==> config.mk <==
export PLATFORM = sky130hd
export DESIGN_NAME = gf180mcu_fd_sc_mcu9t5v0__oai222_bist
export DESIGN_NICKNAME = d
export VERILOG_FILES = /design/src/rtl/gf180mcu_fd_sc_mcu9t5v0__oai222_bist_pkg.sv /design/src/rtl/gf180mcu_fd_sc_mcu9t5v0__oai222_bist_chk.sv /design/src/rtl/gf180mcu_fd_sc_mcu9t5v0__oai222_bist.sv
export SDC_FILE = /design/constraint.sdc
export NUM_CORES = 1
export LEC_CHECK = 0
export ABC_AREA = 1
export CAP_MARGIN = 20
export CORE_MARGIN = 2
export CORE_UTILIZATION = 55
export CTS_BUF_LIST = sky130_fd_sc_hd__clkbuf_2 sky130_fd_sc_hd__clkbuf_4 sky130_fd_sc_hd__clkbuf_8
export DETAILED_ROUTE_END_ITERATION = 8
export PLACE_DENSITY = 0.83
export SYNTH_ARGS = -nofsm -noshare
export SYNTH_HDL_FRONTEND = slang
export SYNTH_SLANG_ARGS = --single-unit
==> constraint.sdc <==
create_clock -name CLK -period 2.8 [get_ports CLK]
set_clock_uncertainty 0.2 [all_clocks]
set_input_delay 0.56 -clock CLK [delete_from_list [all_inputs] [get_ports CLK]]
set_output_delay 0.56 -clock CLK [all_outputs]
set_load 0.01 [all_outputs]
==> src/rtl/gf180mcu_fd_sc_mcu9t5v0__oai222_bist_pkg.sv <==
// +--------------------------------------------------------------------------+
// | Module : gf180mcu_fd_sc_mcu9t5v0__oai222_bist_pkg                        |
// | Brief  : Shared state encoding, vector constants and golden OAI222 model |
// | Rev    : 1.0  initial release                                            |
// +--------------------------------------------------------------------------+
`default_nettype none

package gf180mcu_fd_sc_mcu9t5v0__oai222_bist_pkg;

    localparam int VEC_W = 6;
    localparam logic [VEC_W-1:0] LAST_VEC = 6'd63;

    typedef enum logic [1:0] {
        ST_IDLE   = 2'd0,
        ST_SETTLE = 2'd1,
        ST_SAMPLE = 2'd2,
        ST_DONE   = 2'd3
    } bist_state_t;

    // Vector bit order is {C2,C1,B2,B1,A2,A1}.
    function automatic logic oai222_golden(input logic [VEC_W-1:0] vec);
        return ~((vec[0] | vec[1]) & (vec[2] | vec[3]) & (vec[4] | vec[5]));
    endfunction

endpackage

`default_nettype wire

==> src/rtl/gf180mcu_fd_sc_mcu9t5v0__oai222_bist_chk.sv <==
// +--------------------------------------------------------------------------+
// | Module : gf180mcu_fd_sc_mcu9t5v0__oai222_bist_chk                        |
// | Brief  : ZN comparator, saturating error counter, first-fail capture     |
// | Rev    : 1.0  initial release                                            |
// +--------------------------------------------------------------------------+
`default_nettype none

module gf180mcu_fd_sc_mcu9t5v0__oai222_bist_chk
    import gf180mcu_fd_sc_mcu9t5v0__oai222_bist_pkg::*;
#(
    parameter int ERR_W = 8
) (
    input  logic             clk,
    input  logic             rst,
    input  logic             i_clear,
    input  logic             i_sample,
    input  logic             i_inject,
    input  logic [VEC_W-1:0] i_vec,
    input  logic             i_zn,
    output logic [ERR_W-1:0] o_err_cnt,
    output logic             o_fail_vld,
    output logic [VEC_W-1:0] o_fail_vec
);

    logic [ERR_W-1:0] r_err_cnt;
    logic             r_fail_vld;
    logic [VEC_W-1:0] r_fail_vec;
    logic             w_mismatch;

    assign w_mismatch = i_zn != (oai222_golden(i_vec) ^ i_inject);

    always_ff @(posedge clk) begin
        if (rst || i_clear) begin
            r_err_cnt  <= '0;
            r_fail_vld <= 1'b0;
            r_fail_vec <= '0;
        end else if (i_sample && w_mismatch) begin
            if (r_err_cnt != '1) begin
                r_err_cnt <= r_err_cnt + 1'b1;
            end
            // Only the first failing vector is kept.
            if (!r_fail_vld) begin
                r_fail_vld <= 1'b1;
                r_fail_vec <= i_vec;
            end
        end
    end

    assign o_err_cnt  = r_err_cnt;
    assign o_fail_vld = r_fail_vld;
    assign o_fail_vec = r_fail_vec;

endmodule

`default_nettype wire

==> src/rtl/gf180mcu_fd_sc_mcu9t5v0__oai222_bist.sv <==
// +--------------------------------------------------------------------------+
// | Module : gf180mcu_fd_sc_mcu9t5v0__oai222_bist                            |
// | Brief  : BIST sequencer sweeping all 64 OAI222 input vectors and         |
// |          checking ZN. Optional INJECT port: define                       |
// |          GF180MCU_FD_SC_MCU9T5V0__OAI222_BIST_INJECT_EN                  |
// | Rev    : 1.0  initial release                                            |
// +--------------------------------------------------------------------------+
`default_nettype none

module gf180mcu_fd_sc_mcu9t5v0__oai222_bist
    import gf180mcu_fd_sc_mcu9t5v0__oai222_bist_pkg::*;
#(
    parameter int SETTLE_CYCLES = 1,
    parameter int NUM_PASSES    = 1,
    parameter int ERR_W         = 8
) (
    input  logic             CLK,
    input  logic             RST,
    input  logic             START,
    input  logic             ZN,
`ifdef GF180MCU_FD_SC_MCU9T5V0__OAI222_BIST_INJECT_EN
    input  logic             INJECT,
`endif
    output logic             A1,
    output logic             A2,
    output logic             B1,
    output logic             B2,
    output logic             C1,
    output logic             C2,
    output logic             BUSY,
    output logic             DONE,
    output logic             PASS,
    output logic [ERR_W-1:0] ERR_CNT,
    output logic             FAIL_VLD,
    output logic [VEC_W-1:0] FAIL_VEC
);

    localparam bist_state_t c_FIRST       = (SETTLE_CYCLES == 0) ? ST_SAMPLE : ST_SETTLE;
    localparam logic [3:0]  c_SETTLE_LAST = 4'(SETTLE_CYCLES - 1);
    localparam logic [7:0]  c_PASS_LAST   = 8'(NUM_PASSES - 1);

    bist_state_t      r_state;
    logic [VEC_W-1:0] r_vec;
    logic [7:0]       r_pass_cnt;
    logic [3:0]       r_settle_cnt;
    logic             r_busy;
    logic             r_done;
    logic             r_pass;

    logic             w_start_ok;
    logic             w_sample;
    logic             w_inject;
    logic [ERR_W-1:0] w_err_cnt;

`ifdef GF180MCU_FD_SC_MCU9T5V0__OAI222_BIST_INJECT_EN
    assign w_inject = INJECT;
`else
    assign w_inject = 1'b0;
`endif

    assign w_start_ok = START && (r_state == ST_IDLE || r_state == ST_DONE);
    assign w_sample   = (r_state == ST_SAMPLE);

    always_ff @(posedge CLK) begin
        if (RST) begin
            r_state      <= ST_IDLE;
            r_vec        <= '0;
            r_pass_cnt   <= '0;
            r_settle_cnt <= '0;
            r_busy       <= 1'b0;
            r_done       <= 1'b0;
            r_pass       <= 1'b0;
        end else if (w_start_ok) begin
            r_state      <= c_FIRST;
            r_vec        <= '0;
            r_pass_cnt   <= '0;
            r_settle_cnt <= '0;
            r_busy       <= 1'b1;
            r_done       <= 1'b0;
            r_pass       <= 1'b0;
        end else begin
            case (r_state)
                ST_SETTLE: begin
                    if (r_settle_cnt == c_SETTLE_LAST) begin
                        r_settle_cnt <= '0;
                        r_state      <= ST_SAMPLE;
                    end else begin
                        r_settle_cnt <= r_settle_cnt + 1'b1;
                    end
                end
                ST_SAMPLE: begin
                    if (r_vec != LAST_VEC) begin
                        r_vec   <= r_vec + 1'b1;
                        r_state <= c_FIRST;
                    end else if (r_pass_cnt < c_PASS_LAST) begin
                        r_vec      <= '0;
                        r_pass_cnt <= r_pass_cnt + 1'b1;
                        r_state    <= c_FIRST;
                    end else begin
                        r_state <= ST_DONE;
                    end
                end
                // Flags update one cycle after the last sample so PASS sees the final count.
                ST_DONE: begin
                    r_busy <= 1'b0;
                    r_done <= 1'b1;
                    r_pass <= (w_err_cnt == '0);
                end
                default: r_state <= ST_IDLE;
            endcase
        end
    end

    gf180mcu_fd_sc_mcu9t5v0__oai222_bist_chk #(
        .ERR_W (ERR_W)
    ) u_chk (
        .clk        (CLK),
        .rst        (RST),
        .i_clear    (w_start_ok),
        .i_sample   (w_sample),
        .i_inject   (w_inject),
        .i_vec      (r_vec),
        .i_zn       (ZN),
        .o_err_cnt  (w_err_cnt),
        .o_fail_vld (FAIL_VLD),
        .o_fail_vec (FAIL_VEC)
    );

    assign {C2, C1, B2, B1, A2, A1} = r_vec;
    assign BUSY    = r_busy;
    assign DONE    = r_done;
    assign PASS    = r_pass;
    assign ERR_CNT = w_err_cnt;

endmodule

`default_nettype wire

==> impl_metrics.ini <==
[power]
total_leakage_power_nw = 0.776
ir_drop_mv = 0.314
p_per_area_nw_per_um2 = 385

[timing]
rsz0062_at_grt = false
max_freq_mhz = 464
setup_violations = 0
fin_tns_setup_ns = 0
slew_viol_final = 0
min_period_over_period_pct = 77.0
worstMarginPinSlew_ns = 0.349
finalHoldViolCount = 0
relSlewSlack_pct = 76.5
layout_min_cycle_time_ns = 2.16

[routing]
via_count = 1408
drc = 0
post_drt_wl_per_cell_um = 10.8
routed_wl_um = 3050
drt_first_iter_violations = 52
vias_per_cell = 4.99
firstDrtPassIters = 4
antenna_left = 0

[layout]
layout_common_cells = 48 x nand2_1, 42 x nor2_1, 30 x dfxtp_1
layout.cells.non_filler = 282
layout-drive-gt1-share_pct = 7.97
n_fill_cell = 247
layout.nets = 265
antenna_cells = 0
final_common_cell = nand2_1
area_growth_pct = 22.5

[min_path]
hold_path.startpoint = BUSY
hold_class = flop to flop

[floorplanning]
die_h_um = 57.0
ios = 28
initial_core_util_pct = 56.9
num_rows = 19
die_x_um = 57.0
core-area_sq_um = 2710
die-area_sq_um = 3240

[yosys]
yosys.area.top_type = dfxtp_1
yosysTopAreaCellShare_pct = 38.9
synthTopCellsByArea = dfxtp_1 39%, nand2_1 12%, nor2_1 10%, ha_1 8.1%, inv_1 6.8%
yosys.area_share.simple_pct = 32.4
synth.cell_area_sq_um = 1540
yosys-mux-area-fraction_pct = 0
synthAdderAreaFrac_pct = 8.11
ys_seq_area_share_pct = 38.9
syn_nets = 233
synth.avg_cell_area_sq_um = 7.04
synth_cell_types = 25
synth_cells = 219
yosys_warnings = 0
synth_top_family_by_area = simple AND/OR/NAND/NOR gates
synth-seq-cells = 30
synth-compound-area-share_pct = 9.81
synth_xor_area_share_pct = 2.27

[setup_path]
crit_fanout = 7
critical_path_class = flop to output port
arrival_ns = 1.40
startpoint = r_vec[4]
r2r_start = r_vec[0]
critPathTopFamily = buffers and inverters
start_kind = flop
cp_num_buf_inv = 1
crit_path_max_incr_delay_ns = 0.59
slowest_stage = clkdlybuf4s50_1
crit_chain = clkdlybuf4s50_1
crit_required_ns = 2.04
endpoint_kind = output port

[cts]
post_cts_resized = 0
cts.sink_count = 30
ctsHoldBuffers = 0
htree_levels = 2
cts_buffer_depth = 2
clockRootBuffer = clkbuf_4
clk_pin_slew_ns = 0.09
cts_buffers = 5
postCtsSetupBuffers = 0
clock_latency_ns = 0.33
tritoncts = built

[placed_design]
io_buffers = 27
dp_hpwl_um = 2230
gp_congestion = 0.858
dp_cells = 275

[global_routing]
met2_usage_pct = 30.4
grt_pass1_vias = 1178
grt-ovfl-total = 0
grt_pass1_wl_um = 5040
use_met1_pct = 26.1
grt_use_total_pct = 19.8
grt.met3_usage_pct = 6.80
grt_busiest_layer = met2
grt_max_degree = 21
antenna_found_initial = 0

[flow_run]
cap_violations = 0

[outcome]
status = finished, final reports clean
-- state kept, by name, summed over array words and instances, names as in the netlist --
signal	count
r_state	2
r_settle_cnt	4
u_chk.o_fail_vld	1
DONE	1
u_chk.o_err_cnt	8
PASS	1
u_chk.o_fail_vec	6
BUSY	1
r_vec	6
-- per-stage QoR --
stage	power, mW	hold slack (ns)	utilization [%]	worst slack [ns]	cell area, sq um
2_1_floorplan	0.468	0.270	-	1.12	1540
3_3_place_gp	0.482	0.256	67.8	0.681	1840
3_5_place_dp	0.483	0.263	67.8	0.622	1840
4_1_cts	0.734	0.279	69.8	0.623	1890
5_1_grt	0.759	0.296	69.8	0.567	1890
6_report	0.728	0.279	69.8	0.645	1890
-- synthesized netlist by cell type, drive strengths merged --
cell type and n:
or2 1, xor2 3, buf 3, inv 29, nand4 5, nand3 7, ha 10, o21a 1
nand2 53, o21ai 7, nor3b 1, a211oi 2, dfxtp 30, nor3 2, a21oi 18, nor2 45
nor4 1, xnor2 1
-- path summary, 6_finish.rpt --
path                    endpoint  slack [ns]  cells past startpoint
max reg2reg  u_chk.o_fail_vec[4]        0.90                      8
min reg2reg                 BUSY        0.28                      2
max                           C1        0.64                      1
min                         BUSY        0.28                      2
-- metal layers --
metal	vias up	routed length (um)	part of all wire, %
met2	27	1400	46
met4	0	48	1.6
met5	-	0	0
met3	5	144	4.7
met1	628	1450	48
li1	748	-	-
-- report_power, final --
group	internal, mW	switching (mW)	total (mW)	leakage (nW)
clock network	0.114	0.141	0.255	0.0322
registers	0.429	0.00273	0.432	0.242
logic	0.0162	0.0248	0.0410	0.502
-- cell type report --
| cell class | count | area, sq um | share of cell area (%) |
|---|---|---|---|
| Multi-Input combinational cell | 157 | 812 | 43.0 |
| Sequential cell | 30 | 601 | 31.8 |
| Timing Repair Buffer | 28 | 278 | 14.7 |
| Inverter | 29 | 109 | 5.76 |
| Clock buffer | 7 | 52.6 | 2.78 |
| Tap cell | 31 | 38.8 | 2.05 |
-- logic make-up (layout without fill, tap and decap cells) --
logic type / count (synthesis) / in the layout
AO/OA/AOI/OAI: 28 / 28
XOR/XNOR: 4 / 4
adder cells (fa/ha/maj): 10 / 10
buffers and inverters: 32 / 64
flip-flops: 30 / 30
AND/OR/NAND/NOR: 115 / 115
(Power assumes the default switching activity.)
